**src/rtl/wb_merge.sv**
```systemverilog
// wb_merge: merges the in-order pipeline writeback stream and out-of-order
// multi-cycle results onto the single register-file write port.
//
// The pipeline always wins the write slot. Multi-cycle results wait in a
// small circular FIFO and drain into idle slots. When the FIFO is empty and
// the slot is free, a result goes straight through. A pipeline write to
// register A kills every queued result for A. The killed entry keeps its
// slot and later pops without writing. This preserves WAW ordering.
//
// Ports:
//   clk       - clock, rising edge
//   reset     - asynchronous active-low reset
//   pipe_w    - pipeline write request {en, addr, wd}; never stalled
//   mdu_valid - multi-cycle result valid
//   mdu_addr  - multi-cycle result destination register
//   mdu_data  - multi-cycle result data
//   mdu_ready - FIFO can accept a result this cycle
//   w         - registered write request to the regfile {en, addr, wd}
//   ra1, ra2  - decode source addresses for the busy query
//   busy1/2   - a live queued write targets ra1/ra2
//   count     - current FIFO occupancy
//
// Handshake: a result transfers on a cycle where mdu_valid && mdu_ready.
// mdu_ready depends only on registered occupancy. The producer must hold
// addr/data stable while valid is high and ready is low.
module wb_merge #(
    parameter int DEPTH = 4,
    parameter int AW    = 5,
    parameter int DW    = 32
) (
    input  logic                     clk,
    input  logic                     reset,
    input  logic [AW+DW:0]           pipe_w,
    input  logic                     mdu_valid,
    input  logic [AW-1:0]            mdu_addr,
    input  logic [DW-1:0]            mdu_data,
    output logic                     mdu_ready,
    output logic [AW+DW:0]           w,
    input  logic [AW-1:0]            ra1,
    input  logic [AW-1:0]            ra2,
    output logic                     busy1,
    output logic                     busy2,
    output logic [$clog2(DEPTH):0]   count
);

    localparam int PW = $clog2(DEPTH);
    localparam int CW = PW + 1;
    localparam logic [CW-1:0] DEPTH_C = CW'(DEPTH);

    logic [AW-1:0]    addr_q [DEPTH];
    logic [DW-1:0]    data_q [DEPTH];
    logic [DEPTH-1:0] live_q, live_d;
    logic [PW-1:0]    head_q, head_d;
    logic [PW-1:0]    tail_q, tail_d;
    logic [CW-1:0]    count_q, count_d;
    logic [AW+DW:0]   w_q, w_d;

    logic          pipe_en;
    logic [AW-1:0] pipe_addr;
    logic          pipe_own;
    logic          fifo_empty;
    logic          xfer_nz;
    logic          pop;
    logic          bypass;
    logic          push;

    assign pipe_en   = pipe_w[AW+DW];
    assign pipe_addr = pipe_w[AW+DW-1:DW];
    // A pipeline request to r0 is treated as an idle slot.
    assign pipe_own  = pipe_en && (pipe_addr != '0);

    assign mdu_ready  = (count_q < DEPTH_C);
    assign fifo_empty = (count_q == '0);
    // Accepted transfers to r0 are swallowed here.
    assign xfer_nz    = mdu_valid && mdu_ready && (mdu_addr != '0);
    assign pop        = !pipe_own && !fifo_empty;
    // Bypass only when nothing older is queued. It never applies while the
    // pipeline owns the slot, so a same-address result cannot slip past.
    assign bypass     = !pipe_own && fifo_empty && xfer_nz;
    assign push       = xfer_nz && !bypass;

    always_comb begin
        w_d = '0;
        if (pipe_own) begin
            w_d = pipe_w;
        end else if (pop) begin
            // A dead head uses up the free slot but does not write.
            if (live_q[head_q]) begin
                w_d = {1'b1, addr_q[head_q], data_q[head_q]};
            end
        end else if (bypass) begin
            w_d = {1'b1, mdu_addr, mdu_data};
        end
    end

    always_comb begin
        live_d = live_q;
        // A pipeline write is younger than everything queued.
        for (int i = 0; i < DEPTH; i++) begin
            if (pipe_own && (addr_q[i] == pipe_addr)) begin
                live_d[i] = 1'b0;
            end
        end
        // Clear freed slots so they cannot contribute to busy.
        if (pop) begin
            live_d[head_q] = 1'b0;
        end
        // push and pop never share an index: head==tail only when empty or full.
        if (push) begin
            live_d[tail_q] = !(pipe_own && (mdu_addr == pipe_addr));
        end
    end

    always_comb begin
        head_d  = pop  ? head_q + PW'(1) : head_q;
        tail_d  = push ? tail_q + PW'(1) : tail_q;
        count_d = count_q + CW'(push) - CW'(pop);
    end

    always_ff @(posedge clk or negedge reset) begin
        if (!reset) begin
            w_q     <= '0;
            head_q  <= '0;
            tail_q  <= '0;
            count_q <= '0;
            live_q  <= '0;
            for (int i = 0; i < DEPTH; i++) begin
                addr_q[i] <= '0;
                data_q[i] <= '0;
            end
        end else begin
            w_q     <= w_d;
            head_q  <= head_d;
            tail_q  <= tail_d;
            count_q <= count_d;
            live_q  <= live_d;
            if (push) begin
                addr_q[tail_q] <= mdu_addr;
                data_q[tail_q] <= mdu_data;
            end
        end
    end

    // The in-flight w and the incoming transfer are excluded. The regfile
    // bypasses w itself.
    always_comb begin
        busy1 = 1'b0;
        busy2 = 1'b0;
        for (int i = 0; i < DEPTH; i++) begin
            if (live_q[i] && (addr_q[i] == ra1)) busy1 = 1'b1;
            if (live_q[i] && (addr_q[i] == ra2)) busy2 = 1'b1;
        end
        if (ra1 == '0) busy1 = 1'b0;
        if (ra2 == '0) busy2 = 1'b0;
    end

    assign w     = w_q;
    assign count = count_q;

endmodule

```
**config.mk**
```make
export PLATFORM = sky130hd
export DESIGN_NAME = wb_merge
export DESIGN_NICKNAME = d
export VERILOG_FILES = /design/src/rtl/wb_merge.sv
export SDC_FILE = /design/constraint.sdc
export NUM_CORES = 1
export LEC_CHECK = 0
export CORE_MARGIN = 2
export CORE_UTILIZATION = 45
export DETAILED_ROUTE_END_ITERATION = 10
export PLACE_DENSITY = 0.7
export SLEW_MARGIN = 15
export SYNTH_ARGS = -nofsm -noshare
export SYNTH_HDL_FRONTEND = slang
export SYNTH_SLANG_ARGS = --single-unit
```
**constraint.sdc**
```tcl
create_clock -name clk -period 2.4 [get_ports clk]
set_input_delay 0.48 -clock clk [delete_from_list [all_inputs] [get_ports clk]]
set_output_delay 0.48 -clock clk [all_outputs]
set_load 0.005 [all_outputs]
```
==> results of run 1 <==
[where the power goes]
part / switching (W) / internal [W] / total, W
registers: 0.000973 / 0.00488 / 0.00585
clock network: 0.00131 / 0.00160 / 0.00291
logic: 0.00245 / 0.00389 / 0.00634
[cell usage after synthesis, types with 7 or more instances]
master,number
a221o_1,37
buf_4,7
buf_6,11
clkbuf_1,24
dfrtp_1,197
ha_1,9
mux2_1,52
mux2_2,97
mux4_2,38
nand3_1,14
nor2b_1,38
nor4_1,9
xnor2_1,23
xor2_1,46
[metrics by stage]
stage | area (sq um) | power, W
global placement | 11600 | 0.0116
finish | 12400 | 0.0151
floorplan | 9610 | 0.00961
CTS | 12300 | 0.0151
global route | 12400 | 0.0159
detailed placement | 11600 | 0.0119
[cells by family after synthesis]
family	count (synthesis)	share of synthesized area, %
simple gates	81	5.21
xor+xnor	69	6.31
mux	189	26.7
compound gates	57	5.44
flops	197	51.5
buf+inv	58	3.49
fa+ha+maj	10	1.39
[what timing repair did]
action / CTS / global route
pin swaps: 12 / 15
setup endpoints to repair: 5 / 33
setup buffers: 13 / 3
resized for setup: 31 / 12
cloned: 0 / 0
[registers in the layout, summed over array words and instances, names as in the netlist]
name	count
data_q	128
live_q	4
addr_q	20
count	3
tail_q	2
head_q	2
w	38
[routing by layer]
metal | part of all wire, % | vias up | track usage [%]
li1 | - | 2788 | -
met1 | 43 | 3329 | 29.4
met2 | 50 | 187 | 38.8
met3 | 5.5 | 26 | 5.21
met4 | 1.7 | 0 | 7.12
met5 | 0 | - | 0
[worst paths after layout]
path	startpoint	endpoint	cells past startpoint
max	addr_q[18]	busy2	7
min	reset	w[36]	1
max reg2reg	count[2]	count[2]	7
min reg2reg	data_q[58]	data_q[58]	1
max in group asynchronous	reset	addr_q[7]	2
min in group clk	data_q[58]	data_q[58]	1
[cell usage in the layout (no fill, tap or decap), types with 12 or more instances in the layout]
| cell type | synthesis | final |
|---|---|---|
| a221o_1 | 37 | 37 |
| buf_12 | 0 | 15 |
| buf_4 | 7 | 60 |
| clkbuf_16 | 0 | 17 |
| clkdlybuf4s50_1 | 0 | 117 |
| dfrtp_1 | 197 | 184 |
| dfrtp_2 | 0 | 12 |
| mux2_1 | 52 | 50 |
| mux2_2 | 97 | 97 |
| mux4_2 | 38 | 38 |
| nand3_1 | 14 | 13 |
| nor2b_1 | 38 | 38 |
| xnor2_1 | 23 | 22 |
| xor2_1 | 46 | 46 |
[cell type report]
type                    instances  area, sq um  area share, %
multi-input cells             406         4400           35.5
clock inverters                14          168           1.35
well taps                     275          344           2.77
flip-flops and latches        197         4950           39.8
inverters                       6         22.5          0.181
repair buffers                210         2090           16.9
clock buffers                  18          439           3.54
[worst reg2reg max path: cells and delay by family (launching register included)]
kind / cells / cell delay (ps)
AND/OR/NAND/NOR: 2 / 730
adder cells (fa/ha/maj): 2 / 520
flip-flops: 1 / 420
XOR/XNOR: 2 / 320
AO/OA/AOI/OAI: 1 / 60
==> results.cfg, run 1 <==
[yosys]
synth-edff-count = 0
yosys_warnings = 0
synthTopCellsByArea = dfrtp_1 (51%), mux2_2 (11%), mux4_2 (8.9%)
netlist_area_sq_um = 9570
syn_avg_cell_area_sq_um = 14.5
yosysTopAreaCell = dfrtp_1
syn_nets = 759
ys_seq_area_share_pct = 51.5
syn-instance-count = 661
ys_seq_elements = 197
synth_top_area_share_pct = 51.5
synthArstFlopShare_pct = 100
synthFlopType = dfrtp_1
synth_cell_types = 38

[die]
die_y_microns = 150
fp.dieArea_sq_um = 22500
ios = 132
die_x_microns = 150
rows = 53
start_util_pct = 45.7
core-area_sq_um = 21000

[timing]
relSlewSlack_pct = 62.0
finalCritPeriodShare_pct = 98.5
hold_violations = 0
setup-tns-final_ps = 0
hold_slack_ps = 44.3
finalCriticalPeriod_ps = 2360
maxSlewViolCount = 0
setup_viol = 0
finClkSkew_ps = 25.0
fmax_mhz = 423
rsz0062_at_grt = yes
tightest_slew_ps = 570
layout_setup_ws_ps = 35.2

[cts]
cts_sinks = 197
cts-root-buf = clkbuf_16
clockBufferDepth = 2
htreeDepth = 4
numCtsBuffers = 17
cts_tree = yes
clk_latency_ps = 450
ctsHoldBuffers = 0
cts.reportedPaths.clkPinSlew_ps = 70

[placement]
gp_congestion = 0.941
dpl.hpwl_mm = 16.6
placedCellCount = 1078
pre_cts_ws_ps = -481
port_buffers = 131

[detailed_routing]
drt_iter0_markers = 347
avgViaCountPerCell = 5.62
via_count = 6330
ant_nets = 0
wl_mm = 24.6
drc = 0
dr.pass1.iters = 4
routedWlPerCell_microns = 21.8

[layout]
utilization_pct = 59.3
finalNetCount = 936
area_growth_pct = 29.7
antennaDiodeCount = 0
fill_cells = 1660
drive_above_1_share_pct = 33.4
fin_cells = 1126

[global_routing]
grt_pass1_vias = 6877
grt_antenna_before_repair = 0
gr-usage-all-layers_pct = 22.9
gr-total-overflow = 0
grt_max_degree = 65
grt_pass1_wl_mm = 38.6

[setup_path]
slowest_stage = dfrtp_2
worstSetupPathType = reg -> out
critPathTopFamily = simple AND/OR/NAND/NOR gates
end_kind = output port
worstPathRequired_ps = 1920
slowest_delay_ps = 410
regToRegSetupSlack_ps = 260
path_cells = buf_6, xor2_1, nor4_2, nand3_1, nand4_1, o21a_1, buf_2
cp_max_fo = 2
critPathLaunchType = register
worstPathArrival_ps = 1880
path_buf_inv = 2

[job]
drv_cap = 0

[power_and_ir_drop]
ir_worst_vdd_mv = 0.658
power.density_cell_area_nw_per_um2 = 1220
leakagePower_nw = 5.30

[min_path]
min_path_type = in -> async

[run_status]
status = finished, final reports clean
No activity file was read; power rests on OpenSTA's default activity.
==> run 2: changes to the inputs <==
--- a/config.mk
+++ b/config.mk
@@ -5,9 +5,11 @@
 export SDC_FILE = /design/constraint.sdc
 export NUM_CORES = 1
 export LEC_CHECK = 0
+export CORE_ASPECT_RATIO = 1.4
 export CORE_MARGIN = 2
 export CORE_UTILIZATION = 45
 export DETAILED_ROUTE_END_ITERATION = 10
+export GPL_TIMING_DRIVEN = 0
 export PLACE_DENSITY = 0.7
 export SLEW_MARGIN = 15
 export SYNTH_ARGS = -nofsm -noshare
==> run 2 against run 1 <==
The flow now finishes with violations (negative setup slack). First-iteration DRC count is 5.2% lower. Global-route usage is 0.59 points lower. Wire length is 2.6% lower. Sequential cell count stayed put. Combinational power is 5.7% lower.
==> results.cfg, run 2 (synthesis results as in run 1) <==
[run_status]
status = complete, but fails checks
failed_checks = negative setup slack

[timing]
rsz0062_at_grt = yes
setup_viol = 2
finalCritPeriodShare_pct = 103
maxSlewViolCount = 0
tightest_slew_ps = 753
finClkSkew_ps = 8.67
hold_violations = 0
layout_setup_ws_ps = -73.1
relSlewSlack_pct = 49.8
finalCriticalPeriod_ps = 2470
fmax_mhz = 404

[die]
start_util_pct = 45.5
fp.dieArea_sq_um = 22500
die_x_microns = 127
ios = 132
core-area_sq_um = 21000
rows = 63
die_y_microns = 177

[placement]
pre_cts_ws_ps = -824
dpl.hpwl_mm = 16.8
gp_congestion = 0.945
dpl_cell_area_sq_um = 11100
port_buffers = 114

[cts]
cts_tree = yes
cts.reportedPaths.clkPinSlew_ps = 70
htreeDepth = 4
ctsHoldBuffers = 0
cts-root-buf = clkbuf_16
clk_latency_ps = 430
numCtsBuffers = 17
cts_sinks = 197
clockBufferDepth = 2

[detailed_routing]
drc = 0
routedWlPerCell_microns = 22.1
drt_iter0_markers = 329
ant_nets = 0
dr.pass1.iters = 4
avgViaCountPerCell = 5.62
wl_mm = 23.9
via_count = 6102

[layout]
final_cell_mix = dfrtp_1 (186), clkdlybuf4s50_1 (107), mux2_2 (97)
area_growth_pct = 25.1
antennaDiodeCount = 0
finalNetCount = 910
drive_above_1_share_pct = 31.2
layout_commonest_cell = dfrtp_1
largest_reg_flops = 128
regMostFlops = data_q
finalInstanceArea_sq_um = 12000

[setup_path]
r2r_cells = 8
end_kind = output port
worstPathArrival_ps = 1990
worstSetupPathType = reg -> out
worstReg2RegEnd = count[2]
path_buf_inv = 2
regToRegSetupSlack_ps = 120
worstPathRequired_ps = 1920
critPathTopFamily = simple AND/OR/NAND/NOR gates
cp_max_fo = 2
critPathLaunchType = register
r2r-start = count[2]
slowest_stage = dfrtp_2
path_cells = buf_6, xor2_1, nor4_4, nand3_1, nand4_1, o21a_1, buf_2
slowest_delay_ps = 410

[power_and_ir_drop]
ir_worst_vdd_mv = 0.598
leakagePower_nw = 5.03
power.density_cell_area_nw_per_um2 = 1230
total_power_w = 0.0147

[global_routing]
gr-total-overflow = 0
grt_max_degree = 101
gr-usage-all-layers_pct = 22.3
grt_antenna_before_repair = 1
grt_pass1_vias = 6734
grt_pass1_wl_mm = 37.7

[min_path]
min_path_type = in -> async

[job]
drv_cap = 0
## run 2: cell count changes in the layout (fill, tap and decap cells not counted), sizes merged
cell	delta
buf	-34
clkbuf	+29
clkdlybuf4s50	-10
clkinv	+1
dlygate4sd2	-6
dlymetal6s2s	-2
inv	-4
## run 2: report_power, final
part,switching (W),internal [W],total [W]
registers,0.00104,0.00487,0.00590
logic,0.00231,0.00367,0.00598
clock network,0.00124,0.00160,0.00284
total,0.00459,0.0101,0.0147
## run 2: routing by layer
layer | up-vias | GRT usage, % | share of wire, %
li1 | 2728 | - | -
met4 | 2 | 8.06 | 2.6
met3 | 38 | 3.85 | 3.6
met5 | - | 0 | 0.054
met1 | 3183 | 26.6 | 39
met2 | 151 | 40.4 | 54
## run 2: how the worst max path moves through the flow
stage | end | from | depth (start not counted)
2_1_floorplan | count[2] | pipe_w[34] | 8
3_3_place_gp | data_q[40] | reset | 1
3_5_place_dp | count[2] | mdu_addr[0] | 8
4_1_cts | busy1 | addr_q[9] | 7
5_1_grt | busy1 | addr_q[6] | 7
6_report | busy1 | addr_q[8] | 7
## run 2: stage by stage
step                hold WS, ps  cells   TNS, ps  util (%)
floorplan                   184    661     -83.9         -
global placement            468   1035  -1428060      52.6
detailed placement          476   1036    -99780      52.8
CTS                         101   1083      -189      56.5
global route                129   1085      -284      56.9
finish                     58.5   1085      -138      56.9
## run 2: timing repair
| action | CTS | global route |
|---|---|---|
| pin swaps | 12 | 9 |
| buffers inserted | 16 | 3 |
| endpoints found under the setup margin | 165 | 41 |
| gates resized for setup | 45 | 15 |
## run 2: worst reg2reg max path, stage by stage, from the launching register on
cell	delay, ps
dfrtp_1	440
or3_4	450
clkbuf_4	210
nand3_1	130
o21ai_1	80
ha_2	190
fa_2	370
xnor2_2	160
xnor2_1	130
## run 2: area by class of cell
class	count	area, sq um
buffer	50	330
clock buffer	21	460
clock inverter	11	125
fill	1752	9070
inverter	6	22.5
multi-input combinational	406	4430
sequential	197	4940
tap	260	325
timing repair buffer	134	1330
==> run 3: changes to the inputs <==
--- a/config.mk
+++ b/config.mk
@@ -8,6 +8,7 @@
 export CORE_ASPECT_RATIO = 1.4
 export CORE_MARGIN = 2
 export CORE_UTILIZATION = 45
+export CTS_BUF_LIST = sky130_fd_sc_hd__clkbuf_4
 export DETAILED_ROUTE_END_ITERATION = 10
 export GPL_TIMING_DRIVEN = 0
 export PLACE_DENSITY = 0.7
==> run 3 against run 2 <==
Total power decreased by 7.6%. The flow still finishes with violations (negative setup slack). Largest power group unchanged. Critical endpoint is now busy2. Cell count rose by 0.55%. Global-route usage decreased by 0.21 points.
==> results.cfg, run 3 (synthesis results as in run 1) <==
[detailed_routing]
dr.pass1.iters = 4
routedWlPerCell_microns = 21.8
drc = 0
drt_iter0_markers = 372
ant_nets = 0
avgViaCountPerCell = 5.64
wl_mm = 23.8
via_count = 6150

[timing]
layout_setup_ws_ps = -273
hold_violations = 0
finClkSkew_ps = 25.9
setup-tns-final_ps = -540
tightest_slew_ps = 744
fmax_mhz = 374
setup_viol = 2
relSlewSlack_pct = 50.4
maxSlewViolCount = 0
finalCritPeriodShare_pct = 111
finalCriticalPeriod_ps = 2670
rsz0062_at_grt = yes

[run_status]
status = complete, but fails checks
failed_checks = negative setup slack

[global_routing]
gr-usage-all-layers_pct = 22.1
grt-busiest-layer = met2
grt_max_degree = 101
grt_antenna_before_repair = 2
grt_pass1_wl_mm = 37.5
gr-total-overflow = 0
grt_pass1_vias = 6708
met3_usage_pct = 3.91
grt_util_met1_pct = 26.3
use_met2_pct = 40.3

[setup_path]
worstSetupPathType = reg -> out
critPathLaunchType = register
cp_max_fo = 2
worstPathRequired_ps = 1920
worstPathArrival_ps = 2190
end_kind = output port

[cts]
cts.reportedPaths.clkPinSlew_ps = 150
cts-root-buf = clkbuf_4
cts_sinks = 197
numCtsBuffers = 17
clockBufferDepth = 2
htreeDepth = 4
cts_tree = yes
clk_latency_ps = 580

[die]
ios = 132
die_y_microns = 177
core-area_sq_um = 21000
start_util_pct = 45.5
fp.dieArea_sq_um = 22500
rows = 63
die_x_microns = 127

[placement]
dpl_cell_area_sq_um = 11100
pre_cts_ws_ps = -824
dpl.hpwl_mm = 16.8
placedCellCount = 1036
port_buffers = 114
gp_congestion = 0.945

[min_path]
min_path_type = in -> reg

[power_and_ir_drop]
power.net_switching_w = 0.00445
p_int_w = 0.00915
power.density_cell_area_nw_per_um2 = 1160
power.share.clock_pct = 12.8
combinationalPowerShare_pct = 44.0
total_power_w = 0.0136
ir_worst_vdd_mv = 0.415
leakagePower_nw = 4.91
pwr-share-seq_pct = 43.2
swShare_pct = 32.7

[layout]
finalNetCount = 915
fill_cells = 1789
area_growth_pct = 22.2
largest_reg_flops = 128
finalInstanceArea_sq_um = 11700
layout_commonest_cell = dfrtp_1
fin_cells = 1091
final_cell_mix = dfrtp_1 (185), clkdlybuf4s50_1 (108), mux2_2 (97)
drive_above_1_share_pct = 31.3
regMostFlops = data_q

[job]
drv_cap = 0
[run 3: what timing repair did]
action,in CTS,in global routing
buffers inserted,20,2
gates resized for setup,43,11
setup endpoints to repair,58,15
endpoints found under the hold margin,97,0
pin swaps,12,10
hold buffers,1,0
[run 3: power groups by stage]
| stage | clock, W | combinational [W] | sequential (W) |
|---|---|---|---|
| after floorplan | 0 | 0.00401 | 0.00561 |
| after global placement | 0 | 0.00536 | 0.00585 |
| after detailed placement | 0 | 0.00553 | 0.00599 |
| after CTS | 0.00179 | 0.00597 | 0.00584 |
| after global routing | 0.00193 | 0.00648 | 0.00605 |
| final | 0.00175 | 0.00599 | 0.00587 |
[run 3: stage by stage]
| stage | util (%) | hold WS [ps] |
|---|---|---|
| finish | 55.6 | 184 |
| floorplan | - | 184 |
| CTS | 55.2 | 134 |
| global placement | 52.6 | 468 |
| detailed placement | 52.8 | 476 |
| global route | 55.6 | 142 |
[run 3: worst max-delay path, stage by stage (launching register included)]
cell	delay, ps
dfrtp_2	440
buf_4	140
xor2_1	160
nor4_2	420
nand3_1	140
nand4_1	100
o21a_1	120
buf_2	110
[run 3: final cells by class]
class                   count  area [sq um]  area share [%]
clock buffers              19           143            1.22
clock inverters            13           133            1.13
plain buffers              51           334            2.86
inverters                   6          22.5           0.193
multi-input cells         406          4430            37.9
well taps                 260           325            2.78
diodes                      1          2.50          0.0214
repair buffers            138          1360            11.6
flip-flops and latches    197          4940            42.3
[run 3: final timing paths]
check                      startpoint          to  slack, ps  depth (start not counted)
max                         addr_q[8]       busy2       -270                          7
min                        pipe_w[34]       w[34]        180                          2
max reg2reg                  count[2]    count[2]        100                          8
min reg2reg                data_q[68]  data_q[68]        500                          1
max in group asynchronous       reset  addr_q[16]        880                          3
min in group asynchronous       reset       w[27]        490                          2
[run 3: routing by layer]
layer | share of wire [%] | wire length (microns)
met3 | 3.3 | 782
met5 | 0.055 | 13
met2 | 55 | 13000
met4 | 2.1 | 502
met1 | 40 | 9510
